## src/rtl/persiana_pkg.sv

```systemverilog
// Shared types and constants for the motorised-blind plant model.
package persiana_pkg;

  localparam int POS_W      = 8;
  localparam int REBOTE_LEN = 3;

  typedef enum logic [2:0] {
    PARADA   = 3'd0,
    SUBIENDO = 3'd1,
    BAJANDO  = 3'd2,
    ESPERA   = 3'd3,
    FALLA    = 3'd4
  } estado_planta_t;

  // Sensor level during a bounce phase: phase 0 is the settled level, odd phases high, even low
  function automatic logic rebote_nivel(input logic [1:0] fase);
    rebote_nivel = (fase == 2'd0) ? 1'b1 : fase[0];
  endfunction

endpackage

```

## src/rtl/persiana_planta_tick.sv

```systemverilog
// planta_tick: prescale counter giving a one-cycle tick every PRESCALE enabled cycles.
module planta_tick #(
  parameter int PRESCALE = 4
) (
  input  logic clk,
  input  logic rst_n,
  input  logic clr,
  input  logic en,
  output logic tick
);

  localparam int CW = (PRESCALE > 1) ? $clog2(PRESCALE) : 1;

  logic [CW-1:0] cnt_r;

  assign tick = en & (cnt_r == CW'(PRESCALE - 1));

  // Count enabled cycles, wrapping on tick; clear wins so every new state starts a full period
  always_ff @(posedge clk or negedge rst_n) begin
    if (!rst_n) begin
      cnt_r <= CW'(0);
    end else if (clr) begin
      cnt_r <= CW'(0);
    end else if (tick) begin
      cnt_r <= CW'(0);
    end else if (en) begin
      cnt_r <= cnt_r + CW'(1);
    end else begin
      cnt_r <= cnt_r;
    end
  end

endmodule

```

## src/rtl/persiana_planta.sv

```systemverilog
// persiana_planta: blind plant model turning subir/bajar into position and limit sensors.
// Define PERSIANA_REBOTE_EN to emulate limit-switch bounce on Ssup/Sinf.
module persiana_planta
  import persiana_pkg::*;
#(
  parameter int TRAVEL   = 100,
  parameter int MID      = 50,
  parameter int PRESCALE = 4,
  parameter int REV_DEAD = 8,
  parameter int POS_INI  = 0
) (
  input  logic             Reloj,
  input  logic             reset,
  input  logic             subir,
  input  logic             bajar,
  output logic             Ssup,
  output logic             Smed,
  output logic             Sinf,
  output logic [POS_W-1:0] pos,
  output logic             moving,
  output logic             fault
);

  localparam logic [POS_W-1:0] TOPE  = POS_W'(TRAVEL);
  localparam logic [POS_W-1:0] MEDIO = POS_W'(MID);
  localparam logic [POS_W-1:0] INI   = POS_W'(POS_INI);
  localparam logic [POS_W-1:0] CERO  = POS_W'(0);
  localparam int               DW    = $clog2(REV_DEAD + 1);

  estado_planta_t   estado_r, estado_nxt_s;
  logic             dir_r, dir_nxt_s;
  logic [DW-1:0]    dead_r, dead_nxt_s;
  logic [POS_W-1:0] pos_r, pos_nxt_s;
  logic             ambos_s, lat_s, tick_s, clr_s, en_s;
  logic             moving_r, fault_r, ssup_r, smed_r, sinf_r;
  logic             moving_nxt_s, ssup_nxt_s, sinf_nxt_s;

  assign ambos_s = subir & bajar;
  assign lat_s   = dir_r ? subir : bajar;
  assign en_s    = (estado_r == SUBIENDO) || (estado_r == BAJANDO);
  assign clr_s   = (estado_nxt_s != estado_r);

  planta_tick #(.PRESCALE(PRESCALE)) u_tick (
    .clk  (Reloj),
    .rst_n(reset),
    .clr  (clr_s),
    .en   (en_s),
    .tick (tick_s)
  );

  // Next state; dir_r holds the direction to resume after the reversal dead time
  always_comb begin
    estado_nxt_s = estado_r;
    dir_nxt_s    = dir_r;
    dead_nxt_s   = DW'(0);
    if (ambos_s) begin
      estado_nxt_s = FALLA;
    end else begin
      case (estado_r)
        PARADA: begin
          if (subir)      estado_nxt_s = SUBIENDO;
          else if (bajar) estado_nxt_s = BAJANDO;
          else            estado_nxt_s = PARADA;
        end
        SUBIENDO: begin
          if (bajar) begin
            estado_nxt_s = ESPERA;
            dir_nxt_s    = 1'b0;
          end else if (subir) begin
            estado_nxt_s = SUBIENDO;
          end else begin
            estado_nxt_s = PARADA;
          end
        end
        BAJANDO: begin
          if (subir) begin
            estado_nxt_s = ESPERA;
            dir_nxt_s    = 1'b1;
          end else if (bajar) begin
            estado_nxt_s = BAJANDO;
          end else begin
            estado_nxt_s = PARADA;
          end
        end
        ESPERA: begin
          // Both commands high was handled above, so lat_s high means only the new direction is asked
          if (!lat_s) begin
            estado_nxt_s = PARADA;
          end else if (dead_r == DW'(REV_DEAD - 1)) begin
            estado_nxt_s = dir_r ? SUBIENDO : BAJANDO;
          end else begin
            estado_nxt_s = ESPERA;
            dead_nxt_s   = dead_r + DW'(1);
          end
        end
        FALLA: begin
          if (!subir && !bajar) estado_nxt_s = PARADA;
          else                  estado_nxt_s = FALLA;
        end
        default: begin
          estado_nxt_s = PARADA;
        end
      endcase
    end
  end

  // Position step on tick, saturating at both ends; an illegal command freezes it
  always_comb begin
    pos_nxt_s = pos_r;
    if (tick_s && !ambos_s) begin
      if ((estado_r == SUBIENDO) && (pos_r != TOPE))     pos_nxt_s = pos_r + POS_W'(1);
      else if ((estado_r == BAJANDO) && (pos_r != CERO)) pos_nxt_s = pos_r - POS_W'(1);
      else                                               pos_nxt_s = pos_r;
    end else begin
      pos_nxt_s = pos_r;
    end
  end

  assign moving_nxt_s = ((estado_nxt_s == SUBIENDO) && (pos_nxt_s != TOPE)) ||
                        ((estado_nxt_s == BAJANDO)  && (pos_nxt_s != CERO));

`ifdef PERSIANA_REBOTE_EN
  logic [1:0] fase_sup_r, fase_inf_r, fase_sup_nxt_s, fase_inf_nxt_s;

  // Bounce phase starts on arrival at a limit and runs REBOTE_LEN cycles
  always_comb begin
    fase_sup_nxt_s = 2'd0;
    fase_inf_nxt_s = 2'd0;
    if (pos_nxt_s != TOPE)                                        fase_sup_nxt_s = 2'd0;
    else if (pos_r != TOPE)                                       fase_sup_nxt_s = 2'd1;
    else if ((fase_sup_r != 2'd0) && (fase_sup_r < 2'(REBOTE_LEN))) fase_sup_nxt_s = fase_sup_r + 2'd1;
    else                                                          fase_sup_nxt_s = 2'd0;
    if (pos_nxt_s != CERO)                                        fase_inf_nxt_s = 2'd0;
    else if (pos_r != CERO)                                       fase_inf_nxt_s = 2'd1;
    else if ((fase_inf_r != 2'd0) && (fase_inf_r < 2'(REBOTE_LEN))) fase_inf_nxt_s = fase_inf_r + 2'd1;
    else                                                          fase_inf_nxt_s = 2'd0;
  end

  // Bounce phase registers
  always_ff @(posedge Reloj or negedge reset) begin
    if (!reset) begin
      fase_sup_r <= 2'd0;
      fase_inf_r <= 2'd0;
    end else begin
      fase_sup_r <= fase_sup_nxt_s;
      fase_inf_r <= fase_inf_nxt_s;
    end
  end

  assign ssup_nxt_s = (pos_nxt_s == TOPE) & rebote_nivel(fase_sup_nxt_s);
  assign sinf_nxt_s = (pos_nxt_s == CERO) & rebote_nivel(fase_inf_nxt_s);
`else
  assign ssup_nxt_s = (pos_nxt_s == TOPE);
  assign sinf_nxt_s = (pos_nxt_s == CERO);
`endif

  // State, position and output registers; sensors are decoded from the next position so they track pos
  always_ff @(posedge Reloj or negedge reset) begin
    if (!reset) begin
      estado_r <= PARADA;
      dir_r    <= 1'b0;
      dead_r   <= DW'(0);
      pos_r    <= INI;
      moving_r <= 1'b0;
      fault_r  <= 1'b0;
      ssup_r   <= (INI == TOPE);
      smed_r   <= (INI == MEDIO);
      sinf_r   <= (INI == CERO);
    end else begin
      estado_r <= estado_nxt_s;
      dir_r    <= dir_nxt_s;
      dead_r   <= dead_nxt_s;
      pos_r    <= pos_nxt_s;
      moving_r <= moving_nxt_s;
      fault_r  <= (estado_nxt_s == FALLA);
      ssup_r   <= ssup_nxt_s;
      smed_r   <= (pos_nxt_s == MEDIO);
      sinf_r   <= sinf_nxt_s;
    end
  end

  assign pos    = pos_r;
  assign moving = moving_r;
  assign fault  = fault_r;
  assign Ssup   = ssup_r;
  assign Smed   = smed_r;
  assign Sinf   = sinf_r;

endmodule
```

## config.mk

```make
export PLATFORM = sky130hd
export DESIGN_NAME = persiana_planta
export DESIGN_NICKNAME = d
export VERILOG_FILES = /design/src/rtl/persiana_pkg.sv /design/src/rtl/persiana_planta_tick.sv /design/src/rtl/persiana_planta.sv
export SDC_FILE = /design/constraint.sdc
export NUM_CORES = 1
export LEC_CHECK = 0
export BUFFER_PORTS_ARGS = -buffer_cell sky130_fd_sc_hd__buf_2
export CAP_MARGIN = 10
export CELL_PAD_IN_SITES_DETAIL_PLACEMENT = 0
export CELL_PAD_IN_SITES_GLOBAL_PLACEMENT = 1
export CORE_ASPECT_RATIO = 0.75
export CORE_MARGIN = 5
export CORE_UTILIZATION = 30
export CTS_BUF_LIST = sky130_fd_sc_hd__clkbuf_4 sky130_fd_sc_hd__clkbuf_8 sky130_fd_sc_hd__clkbuf_16
export CTS_CLUSTER_DIAMETER = 100
export CTS_CLUSTER_SIZE = 20
export DETAILED_ROUTE_END_ITERATION = 16
export GPL_TIMING_DRIVEN = 0
export PLACE_DENSITY = 0.58
export SLEW_MARGIN = 20
export SYNTH_ARGS = -nofsm -noshare
export SYNTH_HDL_FRONTEND = slang
export SYNTH_HIERARCHICAL = 1
export SYNTH_SLANG_ARGS = --single-unit
```

## constraint.sdc

```tcl
create_clock -name Reloj -period 5.1 [get_ports Reloj]
set_input_delay 0.51 -clock Reloj [delete_from_list [all_inputs] [get_ports Reloj]]
set_output_delay 0.51 -clock Reloj [all_outputs]
set_load 0.01 [all_outputs]
```

# After elaboration in Yosys (flattened, before gate mapping)
# Index checks and enable logic that the tools add are counted.
# word_totals
output_inout_bits	13
input_bits	4
register_bits	23
# op_classes
n_mux	25
n_addsub	4
eq_ne	16
reduce_logical	18
bitwise_logic	3
# op_table
op	n
two-way mux 8 bit	3
two-way mux 2 bit	10
two-way mux 4 bit	4
!= test 8 x 7 -> 1 bit (second input constant)	2
nonzero test 8 bit	2
one-hot mux 3 bit (5 select lines)	1
equality test 3 x 2 -> 1 bit (second input constant)	3
adder 8 x 1 -> 8 bit (second input constant)	1
equality test 8 x 6 -> 1 bit (second input constant)	1
equality test 8 x 7 -> 1 bit (second input constant)	1
zero test 8 bit	1
subtractor 8 x 1 -> 8 bit (second input constant)	1
equality test 3 x 1 -> 1 bit (second input constant)	2
equality test 3 bit (second input constant)	2
logical AND 1 bit	6
two-way mux 3 bit	2
adder 4 x 1 -> 4 bit (second input constant)	1
equality test 4 x 3 -> 1 bit (second input constant)	1
two-way mux 1 bit	4
!= test 2 bit (second input constant)	2
AND reduction 4 bit	1
zero test 1 bit	3
zero test 3 bit	1
!= test 3 bit	1
other kinds (8)	10

# Depth between registers and ports, before layout
# depth
ltp_word	8
mapped_depth	12
depth_no_buf	11

# Modules after synthesis
# Netlist, hierarchy kept.
# by_module_without_submodules
mod	n_inst	area_per_inst_um2	cells_each
persiana_planta	1	1296.2	141
planta_tick	1	112.6	9

# Worst setup path after synthesis
# Ideal clock, no wire load.
# synth_path
kind	register to register
startpoint	register pos_r[0], in the netlist pos[0]
endpoint	register moving_r, in the netlist moving
required_time_ns	4.967
stages_incl_launch_ff	11
arrival_time_ns	2.557
n_path_buf	0
synth_period_minus_slack_ns	2.691
path_slack_ns	2.409
path_cell_list	dfrtp_1 > inv_1 > ha_1 > nor3b_4 > a41oi_4 > o21ai_2 > nor2_1 > xor2_1 > or4_4 > o311ai_2 > o31ai_1
# synth_between
elab_chain_cells	8
# synth_rtl
item	line	rtl
start, declared	persiana_planta.sv:33	logic [POS_W-1:0] pos_r, pos_nxt_s;
start signal, assigned	persiana_planta.sv:173	pos_r <= pos_nxt_s;
branches (longest 3 deep; another with subtractor 8 x 1 -> 8 bit)	-	
two-way mux 8 bit *	persiana_planta.sv:111	if ((estado_r == SUBIENDO) && (pos_r != TOPE)) pos_nxt_s = pos_r + POS_W'(1);
two-way mux 8 bit *	persiana_planta.sv:110	if (tick_s && !ambos_s) begin
net pos_nxt_s[4]	persiana_planta.sv:33	
!= test 8 x 7 -> 1 bit / nonzero test 8 bit (equally long branches)	persiana_planta.sv:119, persiana_planta.sv:120	
logical AND 1 bit, on equally long branches	persiana_planta.sv:119, persiana_planta.sv:120	
logical OR 1 bit *	persiana_planta.sv:119	assign moving_nxt_s = ((estado_nxt_s == SUBIENDO) && (pos_nxt_s != TOPE)) ||
net moving_nxt_s	persiana_planta.sv:36	logic moving_nxt_s, ssup_nxt_s, sinf_nxt_s;
end signal, assigned	persiana_planta.sv:174	moving_r <= moving_nxt_s;
end, declared	persiana_planta.sv:35	logic moving_r, fault_r, ssup_r, smed_r, sinf_r;
# Mark *: on every way through the listed nets, which the timed path passes.
# A chain may end at the register's enable or synchronous reset.

# Worst setup path after layout
# layout_path
startpoint	register estado_r[1]
endpoint	register moving_r, in the netlist moving
# layout_between
elab_chain_cells	8
# layout_rtl
item	line	rtl
start, declared	persiana_planta.sv:30	estado_planta_t estado_r, estado_nxt_s;
start signal, assigned	persiana_planta.sv:170	estado_r <= estado_nxt_s;
equality test 3 x 1 -> 1 bit / equality test 3 x 2 -> 1 bit (equally long branches)	persiana_planta.sv:40	assign en_s = (estado_r == SUBIENDO) || (estado_r == BAJANDO);
logical OR 1 bit *	persiana_planta.sv:40	
net en_s	persiana_planta.sv:34	logic ambos_s, lat_s, tick_s, clr_s, en_s;
AND 1 bit *	persiana_planta_tick.sv:16	assign tick = en & (cnt_r == CW'(PRESCALE - 1));
net tick_s	persiana_planta.sv:34	
logical AND 1 bit *	persiana_planta.sv:110	
two-way mux 8 bit *	persiana_planta.sv:110	
net pos_nxt_s[7]	persiana_planta.sv:33	
!= test 8 x 7 -> 1 bit / nonzero test 8 bit (equally long branches)	persiana_planta.sv:119, persiana_planta.sv:120	
logical AND 1 bit, on equally long branches	persiana_planta.sv:119, persiana_planta.sv:120	
logical OR 1 bit *	persiana_planta.sv:119	
net moving_nxt_s	persiana_planta.sv:36	
# Mark *: on every way through the listed nets, which the timed path passes. The rest lies on a longest branch.

==> impl_metrics.tcl <==
set metrics [dict create \
    crit_path_end_kind "flop" \
    seqCellArea_sq_um 577 \
    cts_tree "yes" \
    first_iter_violations 64 \
    worstMarginPinSlew_ns 0.528 \
    gr-total-overflow 0 \
    root_buffer "clkbuf_8" \
    fill_cells 486 \
    ys_warn_count 6 \
    setup_viol 0 \
    switching_share_pct 27.7 \
    grt_pass1_vias 1148 \
    clock.fmax_mhz 314 \
    numCtsBuffers 3 \
    sequentialPowerShare_pct 50.3 \
    p_switching_mw 0.110 \
    final_nets 177 \
    critPathArrivalTime_ns 3.31 \
    vias 1146 \
    hold_viol 0 \
    vias_per_cell 5.09 \
    slew_headroom_pct 64.8 \
    synth_cell_type_count 46 \
    pwr_density_cell_nw_per_um2 248 \
    grt_max_degree 24 \
    start_util_pct 31.4 \
    netlist_area_sq_um 1410 \
    yosysSeqAreaShare_pct 40.9 \
    drive_gt1_share_pct 19.0 \
    synth-edff-count 0 \
    final_core_util_pct 35.6 \
    drc 0 \
    post_cts_resized 0 \
    cts_sinks 23 \
    p_leak_nw 0.757 \
    syn_nets 158 \
    netlist_instances 150 \
    period_needed_ns 3.18 \
    setup_tns_ns 0 \
    finalWorstSetupSlack_ns 1.92 \
    syn2layout_area_growth_pct 13.5 \
    combPwrFrac_pct 20.6 \
    layout_common_cells "22 x dfrtp_1, 21 x nor2_1, 17 x buf_2" \
    clkPwrFrac_pct 29.1 \
    p_int_mw 0.286 \
    clkTransAtPathRegs_ns 0.08 \
    core_sq_um 4490 \
    final_common_cell "dfrtp_1" \
    fin_crit_sh_pct 62.4 \
    cts_hold_buf 0 \
    synth.ff_latch_count 23 \
    rsz0062_at_grt "false" \
    postCtsSetupRepairBufs 0 \
    die_h_um 69.4 \
    first_pass_iters 4 \
    max_stage_delay_ns 0.47 \
    power_mw 0.396 \
    maxCapViolCount 0 \
    num_rows 21 \
    async_flop_share_pct 100 \
    crit_chain "clkbuf_1 > xnor2_1 > nor2_1 > and2_1 > and2_1 > clkbuf_1 > o21ai_0 > nor3_1 > xor2_1 > or4_4 > o311ai_2 > o31ai_1" \
    grt_pass1_wl_um 5400 \
    critPathRequiredTime_ns 5.23 \
    ioPinCount 17 \
    postRouteAntennaNets 0 \
    dieArea_sq_um 6180 \
    placed_area_sq_um 1550 \
    design_area_sq_um 1600 \
    clock_skew_ns 0.00545 \
    htree_num_levels 1 \
    wl_um 3150 \
    status "completed" \
    io_buffers 14 \
    hold_path_class "primary input to async pin" \
    cpMaxStageDelayCell "or4_4" \
    crit_path_max_fanout 10 \
    wl_per_cell_um 14.0 \
    track_usage_pct 11.0 \
    place_ws_ns 1.89 \
    diodes 0 \
    startpoint_type "flop" \
    routabilityCongestion 0.857 \
    ir_worst_vdd_uv 128 \
    insertion_delay_ns 0.26 \
    syn_avg_cell_area_sq_um 9.39 \
    multiInputGateArea_sq_um 774 \
    dp_hpwl_um 2410 \
    die_w_um 89.1 \
    drv_slew 0 \
    critical_path_class "flop to flop" \
    synthFlopType "dfrtp_1" \
    antenna_found_initial 0 \
    cts_buffer_depth 2 \
]
## sequential cells by signal (all words and copies together) (netlist names)
name,cells
Sinf,1
dead_r,4
fault,1
estado_r,3
Smed,1
pos,8
dir_r,1
u_tick/cnt_r,2
moving,1
Ssup,1
## worst max-delay path, delay by kind of cell, from the launching register on
kind | cells | cell delay, ns
and+or+nand+nor | 5 | 1.20
buffers and inverters | 2 | 0.65
AOI/OAI and AO/OA | 3 | 0.52
DFF | 1 | 0.38
xor gates and xnor gates | 2 | 0.30
## cell families after synthesis
kind of cell	after synthesis	synth area share, %
multiplexers	2	1.42
AND/OR/NAND/NOR	59	23.5
flip-flops	23	40.9
adder cells (fa/ha/maj)	6	4.97
AO/OA/AOI/OAI	36	18.8
buffers and inverters	14	4.08
XOR/XNOR	10	6.22
## power groups by stage
stage	Sequential [mW]	Combinational (mW)	Clock, mW
detailed placement	0.203	0.0826	0
floorplan	0.203	0.0601	0
finish	0.199	0.0818	0.115
CTS	0.199	0.0828	0.122
global route	0.201	0.0920	0.129
global placement	0.202	0.0806	0
## synthesized netlist by cell type, types with 2 or more instances
cell      count  area share (%)
dfrtp_1      22              39
nor2_1       21             5.6
a21oi_1       9             3.2
nand2_1       7             1.9
o21ai_0       7             2.5
nor3_1        6             2.1
xor2_1        6             3.7
clkbuf_1      5             1.3
inv_1         5             1.3
ha_1          4             3.6
nand3_1       4             1.4
xnor2_1       4             2.5
a21o_1        3             1.6
a31oi_1       3             1.3
buf_2         3             1.1
nor3b_1       3             1.6
a211oi_1      2             1.1
and2_1        2            0.89
and3_1        2            0.89
maj3_1        2             1.4
mux2i_1       2             1.4
nand4_1       2            0.89
o31ai_1       2             1.1
or3_1         2            0.89
## worst paths after layout
path                                 startpoint  slack (ns)               to  depth (start not counted)
max in group asynchronous                 reset        4.51             Sinf                          1
worst min-delay path                      reset        0.22            dir_r                          1
worst max-delay path                estado_r[1]        1.92           moving                         12
min in group Reloj              u_tick/cnt_r[1]        0.49  u_tick/cnt_r[1]                          1
worst max register to register      estado_r[1]        1.92           moving                         12
worst min register to register  u_tick/cnt_r[1]        0.49  u_tick/cnt_r[1]                          1
## metal layers
layer / track usage, % / part of all wire [%]
met5: 0 / 0
met4: 2.81 / 0.54
met3: 3.21 / 4.7
met2: 15.6 / 44
met1: 16.2 / 51
## final cells by class
type | count | share of cell area [%]
Multi-Input combinational cell | 113 | 48.4
Sequential cell | 23 | 36.1
Tap cell | 57 | 4.46
Timing Repair Buffer | 14 | 4.38
Clock buffer | 4 | 3.05
Buffer | 9 | 2.43
Inverter | 5 | 1.17
## through the flow
stage | hold slack (ns) | cells
floorplan | 0.214 | 150
global placement | 0.463 | 221
detailed placement | 0.475 | 221
CTS | 0.230 | 225
global route | 0.267 | 225
finish | 0.220 | 225
Note: power is estimated with default switching activity, not from simulation.
